==> config.mk <==
export PLATFORM = sky130hd
export DESIGN_NAME = risc_v_32_bypass_scoreboard
export DESIGN_NICKNAME = d
export VERILOG_FILES = /design/src/rtl/risc_v_32_bypass_scoreboard.sv
export SDC_FILE = /design/constraint.sdc
export NUM_CORES = 1
export LEC_CHECK = 0
export ABC_AREA = 1
export BUFFER_PORTS_ARGS = -buffer_cell sky130_fd_sc_hd__buf_2
export CAP_MARGIN = 10
export CELL_PAD_IN_SITES_DETAIL_PLACEMENT = 0
export CELL_PAD_IN_SITES_GLOBAL_PLACEMENT = 1
export CORE_MARGIN = 3
export CORE_UTILIZATION = 32
export DETAILED_ROUTE_END_ITERATION = 8
export PLACE_DENSITY = 0.87
export SKIP_LAST_GASP = 1
export SYNTH_ARGS = -nofsm -noshare
export SYNTH_HDL_FRONTEND = slang
export SYNTH_SLANG_ARGS = --single-unit
==> constraint.sdc <==
create_clock -name clk -period 2.4 [get_ports clk]
set_input_delay 0 -clock clk [delete_from_list [all_inputs] [get_ports clk]]
set_output_delay 0 -clock clk [all_outputs]
set_load 0.02 [all_outputs]
==> src/rtl/risc_v_32_bypass_scoreboard.sv <==
// risc_v_32_bypass_scoreboard
//
// Operand-bypass and hazard unit between register-file read and EX.
// Each source operand is taken from the youngest matching in-order
// forwarding stage, else from the long-latency (MUL/DIV) writeback port,
// else from the register file. A per-register scoreboard tracks
// outstanding long-latency results. Stall is raised on load-use,
// pending-result and WAW hazards. A saturating counter accumulates
// stall cycles.
//
// Ports:
//   clk, rst        clock, asynchronous active-high reset
//   rs              NREAD x 5-bit source indices (port i = bits [5i+4:5i])
//   rf_data         NREAD x XLEN register-file read data
//   fwd_wreg/rd/data/rdy  per forwarding stage (index 0 = youngest)
//   issue_valid/long/rd   instruction leaving ID this cycle
//   lwb_valid/rd/data     long-latency writeback
//   cnt_clr         synchronous clear of stall_count
//   opnd            NREAD x XLEN selected operands
//   stall           hold ID/IF, bubble into EX
//   pending         scoreboard, bit r = register r awaits a long result
//   stall_count     saturating stall-cycle count
//
// Handshake: an issue is accepted on a rising clock edge when
// issue_valid && !stall; issue_valid while stall=1 has no effect.
module risc_v_32_bypass_scoreboard #(
    parameter int XLEN  = 32,
    parameter int NREAD = 2,
    parameter int NFWD  = 2,
    parameter int CNTW  = 32
) (
    input  logic                  clk,
    input  logic                  rst,
    input  logic [NREAD*5-1:0]    rs,
    input  logic [NREAD*XLEN-1:0] rf_data,
    input  logic [NFWD-1:0]       fwd_wreg,
    input  logic [NFWD*5-1:0]     fwd_rd,
    input  logic [NFWD*XLEN-1:0]  fwd_data,
    input  logic [NFWD-1:0]       fwd_rdy,
    input  logic                  issue_valid,
    input  logic                  issue_long,
    input  logic [4:0]            issue_rd,
    input  logic                  lwb_valid,
    input  logic [4:0]            lwb_rd,
    input  logic [XLEN-1:0]       lwb_data,
    input  logic                  cnt_clr,
    output logic [NREAD*XLEN-1:0] opnd,
    output logic                  stall,
    output logic [31:0]           pending,
    output logic [CNTW-1:0]       stall_count
);

    logic [31:0]      pending_q;
    logic [31:0]      pending_d;
    logic [31:0]      set_vec;
    logic [31:0]      clr_vec;
    logic [NREAD-1:0] port_stall;
    logic             waw_stall;
    logic [CNTW-1:0]  count_q;

    for (genvar i = 0; i < NREAD; i++) begin : g_port
        logic [4:0]      s;
        logic            fwd_hit;
        logic            fwd_ok;
        logic [XLEN-1:0] fwd_val;
        logic            lwb_hit;

        assign s = rs[5*i +: 5];

        // Scan oldest to youngest so the youngest matching stage is the
        // last one written and therefore wins.
        always_comb begin
            fwd_hit = 1'b0;
            fwd_ok  = 1'b1;
            fwd_val = '0;
            for (int k = NFWD - 1; k >= 0; k--) begin
                if (fwd_wreg[k] && (fwd_rd[5*k +: 5] == s)) begin
                    fwd_hit = 1'b1;
                    fwd_ok  = fwd_rdy[k];
                    fwd_val = fwd_data[XLEN*k +: XLEN];
                end
            end
        end

        assign lwb_hit = lwb_valid && (lwb_rd == s);

        assign opnd[XLEN*i +: XLEN] = (s == 5'd0) ? '0 :
                                      fwd_hit     ? fwd_val :
                                      lwb_hit     ? lwb_data :
                                                    rf_data[XLEN*i +: XLEN];

        // A matching stage takes precedence over the scoreboard: the
        // in-order producer is younger than any outstanding long op.
        assign port_stall[i] = (s != 5'd0) &&
                               ((fwd_hit && !fwd_ok) ||
                                (!fwd_hit && pending_q[s] && !lwb_hit));
    end

    // A second long op to a still-pending rd must wait, unless the first
    // one is writing back in this very cycle.
    assign waw_stall = issue_valid && issue_long && (issue_rd != 5'd0) &&
                       pending_q[issue_rd] &&
                       !(lwb_valid && (lwb_rd == issue_rd));

    assign stall = (|port_stall) || waw_stall;

    assign set_vec = (issue_valid && !stall && issue_long && (issue_rd != 5'd0))
                     ? (32'd1 << issue_rd) : 32'd0;
    assign clr_vec = (lwb_valid && (lwb_rd != 5'd0)) ? (32'd1 << lwb_rd) : 32'd0;

    // Set is applied after clear so a new long op owns a register that is
    // written back in the same cycle.
    always_comb begin
        pending_d    = (pending_q & ~clr_vec) | set_vec;
        pending_d[0] = 1'b0;
    end

    always_ff @(posedge clk or posedge rst) begin
        if (rst) begin
            pending_q <= '0;
        end else begin
            pending_q <= pending_d;
        end
    end

    always_ff @(posedge clk or posedge rst) begin
        if (rst) begin
            count_q <= '0;
        end else if (cnt_clr) begin
            count_q <= '0;
        end else if (stall && (count_q != {CNTW{1'b1}})) begin
            count_q <= count_q + CNTW'(1);
        end
    end

    assign pending     = pending_q;
    assign stall_count = count_q;

endmodule

==> reports/metrics.yaml, run 1 <==
status: "complete, no violations"
maxCapViolations: 0
relSlewSlack_pct: 34.7
gr-total-overflow: 0
hold_viol_final: 0
clk_latency_ns: 0.34
synth_seq_cells: 63
vias_per_cell: 5.51
yosysUniqueCellTypes: 34
vdd_drop_max_uv: 375
internal-power_mw: 2.56
tightest_slew_ns: 0.979
grt_pass1_wl_um: 51700
use_met3_pct: 4.59
layout-drive-gt1-share_pct: 25.8
cp-start-kind: "flip-flop"
whs_path_depth: 4
synth_nets: 1487
grt-busiest-layer: "met2"
synth_top_area_share_pct: 21.2
yosysSeqAreaShare_pct: 21.2
die-height_um: 158
setup_viol: 0
fmax_ghz: 0.458
path_class: "reg -> out"
ios: 329
path_max_fanout: 33
yosysMostFrequentCell: "nand2_1"
clkPwrFrac_pct: 34.4
core_area_um2: 22700
min_period_over_period_pct: 91.0
fin_skew_ns: 0.0111
end_kind: "primary output"
finalWeightedCongestion: 0.935
remaining_drc_errors: 0
r2r_start: "stall_count[0]$_DFFE_PP0P_"
syn_avg_cell_area_um2: 5.78
p_leak_nw: 5.32
r2r_slack_ns: 0.26
p_per_area_nw_per_um2: 424
r2r_cells: 14
cts-root-buf: "clkbuf_16"
portBuffers: 327
synth_area_leaders: "dfrtp_1 21%, nand2_1 20%, nand3_1 7.8%"
placed_area_um2: 9380
grtUsageTotal_pct: 25.6
dr_total_vias: 10300
crit_arrival_ns: 2.18
met1_usage_pct: 37.4
p_sw_share_pct: 38.0
synthTopCellsByCount: "394 x nand2_1, 116 x nand3_1, 115 x inv_1"
ant_nets: 0
synthArstFlopShare_pct: 100
drv_slew: 0
grt_max_degree: 65
cts_tree: "done"
cp.required_ns: 2.40
num_rows: 55
place_hpwl_um: 25900
antenna_found_initial: 3
cts_buffers: 9
fin_util_pct: 42.9
timing.final.crit_period_ns: 2.18
r2r-end: "stall_count[22]$_DFFE_PP0P_"
synth_edf_count: 0
clock_path_buffers: 2
drt-wirelength-per-cell_um: 18.3
netlist_area_um2: 7440
cts_sinks: 63
hp-class: "in -> reg"
clkTransAtPathRegs_ns: 0.06
met2_usage_pct: 39.1
first_global_vias: 9415
first_pass_iters: 5
comb_power_share_pct: 35.8
synth_top_area_cell: "dfrtp_1"
dieArea_um2: 25100
first_iter_violations: 1140
syn_to_final_growth_pct: 31.1
drt-total-wl_um: 34100
fin_area_um2: 9750
hold-path-endpoint: "pending[16]$_DFF_PP0_"
fin_nets: 1776
fp.dieW_um: 158
synthesis.instances: 1286
synth_ff_type: "dfrtp_1"
p_sw_mw: 1.57
total_power_mw: 4.13
seq_power_share_pct: 29.8
initial_core_util_pct: 32.7
ys_warn_count: 0
htree_levels: 3
hp-start: "lwb_valid"
-- layout by cell type (no fill, tap or decap), types with 3 or more instances in the layout --
master and n:
buf_2 327, nand3b_1 3, xnor2_1 17, o22ai_1 5
inv_1 114, a22oi_1 4, a211oi_1 3, nand4_1 50
nand3_1 114, xor2_1 17, o21ai_0 107, clkinv_1 3
nand2_1 394, nor3_1 28, nor4_1 11, a21oi_1 78
clkbuf_16 9, buf_12 8, dfrtp_1 63, inv_2 13
nand2_2 3, buf_4 29, nand3_2 4, nor2_1 92
a221oi_1 58, o21ai_1 7
-- final cells by class --
class	count	area, um2
Fill cell	2506	13000
Multi-Input combinational cell	1004	4950
Timing Repair Buffer	367	2050
Sequential cell	63	1580
Inverter	130	488
Tap cell	285	357
Clock buffer	9	225
Clock inverter	7	96.3
Antenna cell	2	5.00
-- worst max-delay path by stage --
stage / start / endpoint / slack [ns] / cells past startpoint
final: pending[1]$_DFF_PP0_ / stall / 0.22 / 10
after global routing: stall_count[0]$_DFFE_PP0P_ / stall_count[22]$_DFFE_PP0P_ / -0.01 / 14
after CTS: pending[1]$_DFF_PP0_ / stall / 0.09 / 10
after detailed placement: issue_rd[2] / stall_count[6]$_DFFE_PP0P_ / 0.12 / 11
after global placement: issue_rd[2] / stall_count[9]$_DFFE_PP0P_ / 0.13 / 11
after floorplan: stall_count[1]$_DFFE_PP0P_ / stall_count[23]$_DFFE_PP0P_ / 0.31 / 13
-- per-layer routing --
layer / part of all wire [%] / wire length, um
met1: 44 / 15100
met2: 45 / 15400
met3: 8.3 / 2820
met4: 2.1 / 699
met5: 0.088 / 30
-- flip-flops by register name, indices dropped and copies added, names as in the netlist --
name,cells
stall_count,32
pending,31
-- through the flow --
stage	hold slack, ns	TNS [ns]	instances	setup slack, ns
floorplan	0.188	0	1286	0.307
finish	0.126	0	1867	0.215
detailed placement	0.121	0	1846	0.119
global route	0.157	-0.0177	1866	-0.0144
CTS	0.114	0	1863	0.0887
global placement	0.122	0	1846	0.129
-- cells by family after synthesis --
| kind of cell | count (synthesis) | synth area share (%) |
|---|---|---|
| AND/OR/NAND/NOR | 704 | 40.9 |
| AO/OA/AOI/OAI | 264 | 21.1 |
| buffers and inverters | 219 | 12.6 |
| flip-flops | 63 | 21.2 |
| XOR/XNOR | 34 | 4.00 |
| adder cells (fa/ha/maj) | 1 | 0.168 |
| other | 1 | 0.0504 |
-- power by group through the flow --
stage          sequential, mW  clock (mW)  combinational [mW]
3_3_place_gp             1.25           0                1.44
2_1_floorplan            1.28           0               0.820
5_1_grt                  1.24        1.49                1.62
6_report                 1.23        1.42                1.48
4_1_cts                  1.23        1.44                1.45
3_5_place_dp             1.25           0                1.45
-- repair_timing --
action,CTS,global route
endpoints found under the hold margin,28,0
buffers inserted,0,2
hold buffers,1,0
setup endpoints to repair,0,33
resized for setup,0,5
-- worst max-delay path, stage by stage, from the launching register on --
cell      delay [ns]
dfrtp_1         0.43
inv_1           0.09
o21ai_0         0.18
nor2_1          0.06
nor2_1          0.08
nand2_1         0.07
nand3_1         0.07
nand3b_1        0.17
nand3_4         0.23
buf_8           0.25
buf_2           0.21
Note: power is estimated with default switching activity, not from simulation.
==> run 2, diff against run 1 <==
--- a/config.mk
+++ b/config.mk
@@ -10,7 +10,7 @@
 export CAP_MARGIN = 10
 export CELL_PAD_IN_SITES_DETAIL_PLACEMENT = 0
 export CELL_PAD_IN_SITES_GLOBAL_PLACEMENT = 1
-export CORE_MARGIN = 3
+export CORE_MARGIN = 2
 export CORE_UTILIZATION = 32
 export DETAILED_ROUTE_END_ITERATION = 8
 export PLACE_DENSITY = 0.87
==> constraint.sdc (replaced) <==
create_clock -name clk -period 2.2 [get_ports clk]
set_input_delay 0 -clock clk [delete_from_list [all_inputs] [get_ports clk]]
set_output_delay 0 -clock clk [all_outputs]
set_load 0.02 [all_outputs]
==> run 2 against run 1 <==
  * Clock power hardly changed
  * Flip-flop and latch count unchanged
  * Non-clock buffer count is 8 higher
  * Sequential share of layout area is 0.12 points lower
  * Sequential power rose by 9%
  * Critical path type unchanged
  * Largest power group unchanged
==> reports/metrics.yaml, run 2 (same netlist as run 1, synthesis figures left out) <==
first_pass_iters: 5  # unchanged
core_area_um2: 22700  # unchanged
layout_common_cells: "394 x nand2_1, 327 x buf_2, 114 x nand3_1, 114 x inv_1, 107 x o21ai_0"
min_period_over_period_pct: 94.3
holdWs_ns: 0.0491  # -0.0764 ns
fin_nets: 1786  # +0.56%
dr_total_vias: 10400  # +0.77%
r2r-end: "stall_count[16]$_DFFE_PP0P_"
fp.dieW_um: 156  # -1.3%
first_global_vias: 9422  # +0.074%
timing.final.crit_period_ns: 2.08
initial_core_util_pct: 32.7  # unchanged
path_class: "reg -> out"
final_common_cell: "nand2_1"
largest_reg_flops: 32  # unchanged
status: "complete, no violations"
place_hpwl_um: 25200  # -2.7%
cp-start-kind: "flip-flop"
r2r_slack_ns: 0.17  # -0.09 ns
path_max_fanout: 33  # unchanged
tightest_slew_ns: 0.815  # -0.163 ns
dieArea_um2: 24500  # -2.5%
ant_nets: 0  # unchanged
cts_tree: "done"
cp-endpoint: "stall"
cts_sinks: 63  # unchanged
hold_viol_final: 0  # unchanged
portBuffers: 327  # unchanged
r2r_start: "stall_count[1]$_DFFE_PP0P_"
grt_setup_unrepaired: "true"
setup_viol: 0  # unchanged
htree_levels: 3  # unchanged
grt_pass1_wl_um: 51200  # -1.0%
cts_buffers: 9  # unchanged
vdd_drop_max_uv: 358  # -4.6%
grt_max_degree: 65  # unchanged
whs_path_depth: 4  # unchanged
gr-total-overflow: 0  # unchanged
relSlewSlack_pct: 45.6  # +11 points
clkTransAtPathRegs_ns: 0.06  # about the same
end_kind: "primary output"
grtUsageTotal_pct: 26.0  # +0.38 points
cp.required_ns: 2.20  # -0.20 ns
vias_per_cell: 5.52  # +0.23%
crit_arrival_ns: 2.08  # -0.10 ns
antenna_found_initial: 5  # +2
first_iter_violations: 1021  # -10%
placed_area_um2: 9450  # +0.77%
remaining_drc_errors: 0  # unchanged
ios: 329  # unchanged
syn_to_final_growth_pct: 32.6
drv_slew: 0  # unchanged
maxCapViolations: 0  # unchanged
fmax_ghz: 0.482
clk_latency_ns: 0.34  # about the same
critPathLaunch: "pending[7]$_DFF_PP0_"
r2r_cells: 14  # unchanged
p_leak_nw: 5.37  # +0.86%
cts-root-buf: "clkbuf_16"
clock_path_buffers: 2  # unchanged
fin_skew_ns: 0.0154  # +0.00432 ns
drt-wirelength-per-cell_um: 17.8  # -2.3%
num_rows: 55  # unchanged
fin_area_um2: 9860  # +1.2%
hp-class: "in -> reg"
p_per_area_nw_per_um2: 450  # +6.2%
finalWeightedCongestion: 0.928  # -0.81%
drt-total-wl_um: 33500  # -1.7%
die-height_um: 156  # -1.3%
layout-drive-gt1-share_pct: 26.7  # +0.84 points
run 2: cell types whose count changed in the layout (fill, tap and decap cells not counted), moves of 2 or more:
cell      previous run  this run
dfrtp_1             63        58
buf_4               29        35
nor2_2               2         4
dfrtp_2              0         5
buf_12               8        11
nor2_1              92        90
clkinv_4             2         0
nand2_8              1         3
run 2: worst min-delay path by stage:
stage	from	end	slack, ns
2_1_floorplan	rf_data[63]	opnd[63]	0.19
3_3_place_gp	rst	pending[20]$_DFF_PP0_	0.28
3_5_place_dp	rst	pending[20]$_DFF_PP0_	0.29
4_1_cts	issue_rd[3]	pending[6]$_DFF_PP0_	0.03
5_1_grt	issue_rd[3]	pending[5]$_DFF_PP0_	0.08
6_report	issue_rd[3]	pending[6]$_DFF_PP0_	0.05
run 2: final cells by class:
type                       instances  area (um2)
clock inverter                     7        70.1
sequential                        63        1580
tap                              285         357
inverter                         130         488
clock buffer                       9         225
timing repair buffer             375        2140
fill                            2544       12800
antenna                            2        5.00
multi-input combinational       1006        5000
run 2: stage by stage:
stage                     utilization, %  std cells  total power, mW  setup TNS (ns)  setup slack (ns)
final                               43.4       1877             4.44               0             0.125
after global routing                43.4       1877             4.68         -0.0188           -0.0101
after CTS                           43.0       1871             4.41               0            0.0391
after detailed placement            41.6       1854             2.95               0             0.145
after global placement              41.6       1854             2.95               0             0.207
after floorplan                        -       1286             2.29               0             0.107
run 2: report_power, final:
group	total [mW]	switching [mW]	internal, mW
registers	1.34	0.116	1.23
clock network	1.43	0.556	0.878
logic	1.66	1.06	0.604
total	4.44	1.73	2.71
run 2: timing repair:
item / in CTS / in global routing
gates resized for setup: 2 / 15
gates cloned: 0 / 2
hold buffers: 1 / 0
setup endpoints to repair: 1 / 34
pin swaps: 0 / 2
hold endpoints to repair: 63 / 0
buffers inserted: 0 / 2
run 2: routing by layer:
metal / track usage, % / up-vias / share of wire, %
met1: 36.0 / 4835 / 43
met4: 6.68 / 4 / 2.5
li1: - / 4950 / -
met3: 5.15 / 76 / 8.7
met5: 0 / - / 0.087
met2: 41.3 / 503 / 45
run 2: worst max-delay path: stages (launching register included):
cell and delay [ns]:
dfrtp_1 0.50, nand2_1 0.09, nand3_1 0.09, nand3_1 0.10, nand3_1 0.10, nand2_1 0.06
nand2_1 0.06, nand3_1 0.06, nand2_1 0.06, nand2_1 0.09, nand3_4 0.14, buf_12 0.21
buf_2 0.19
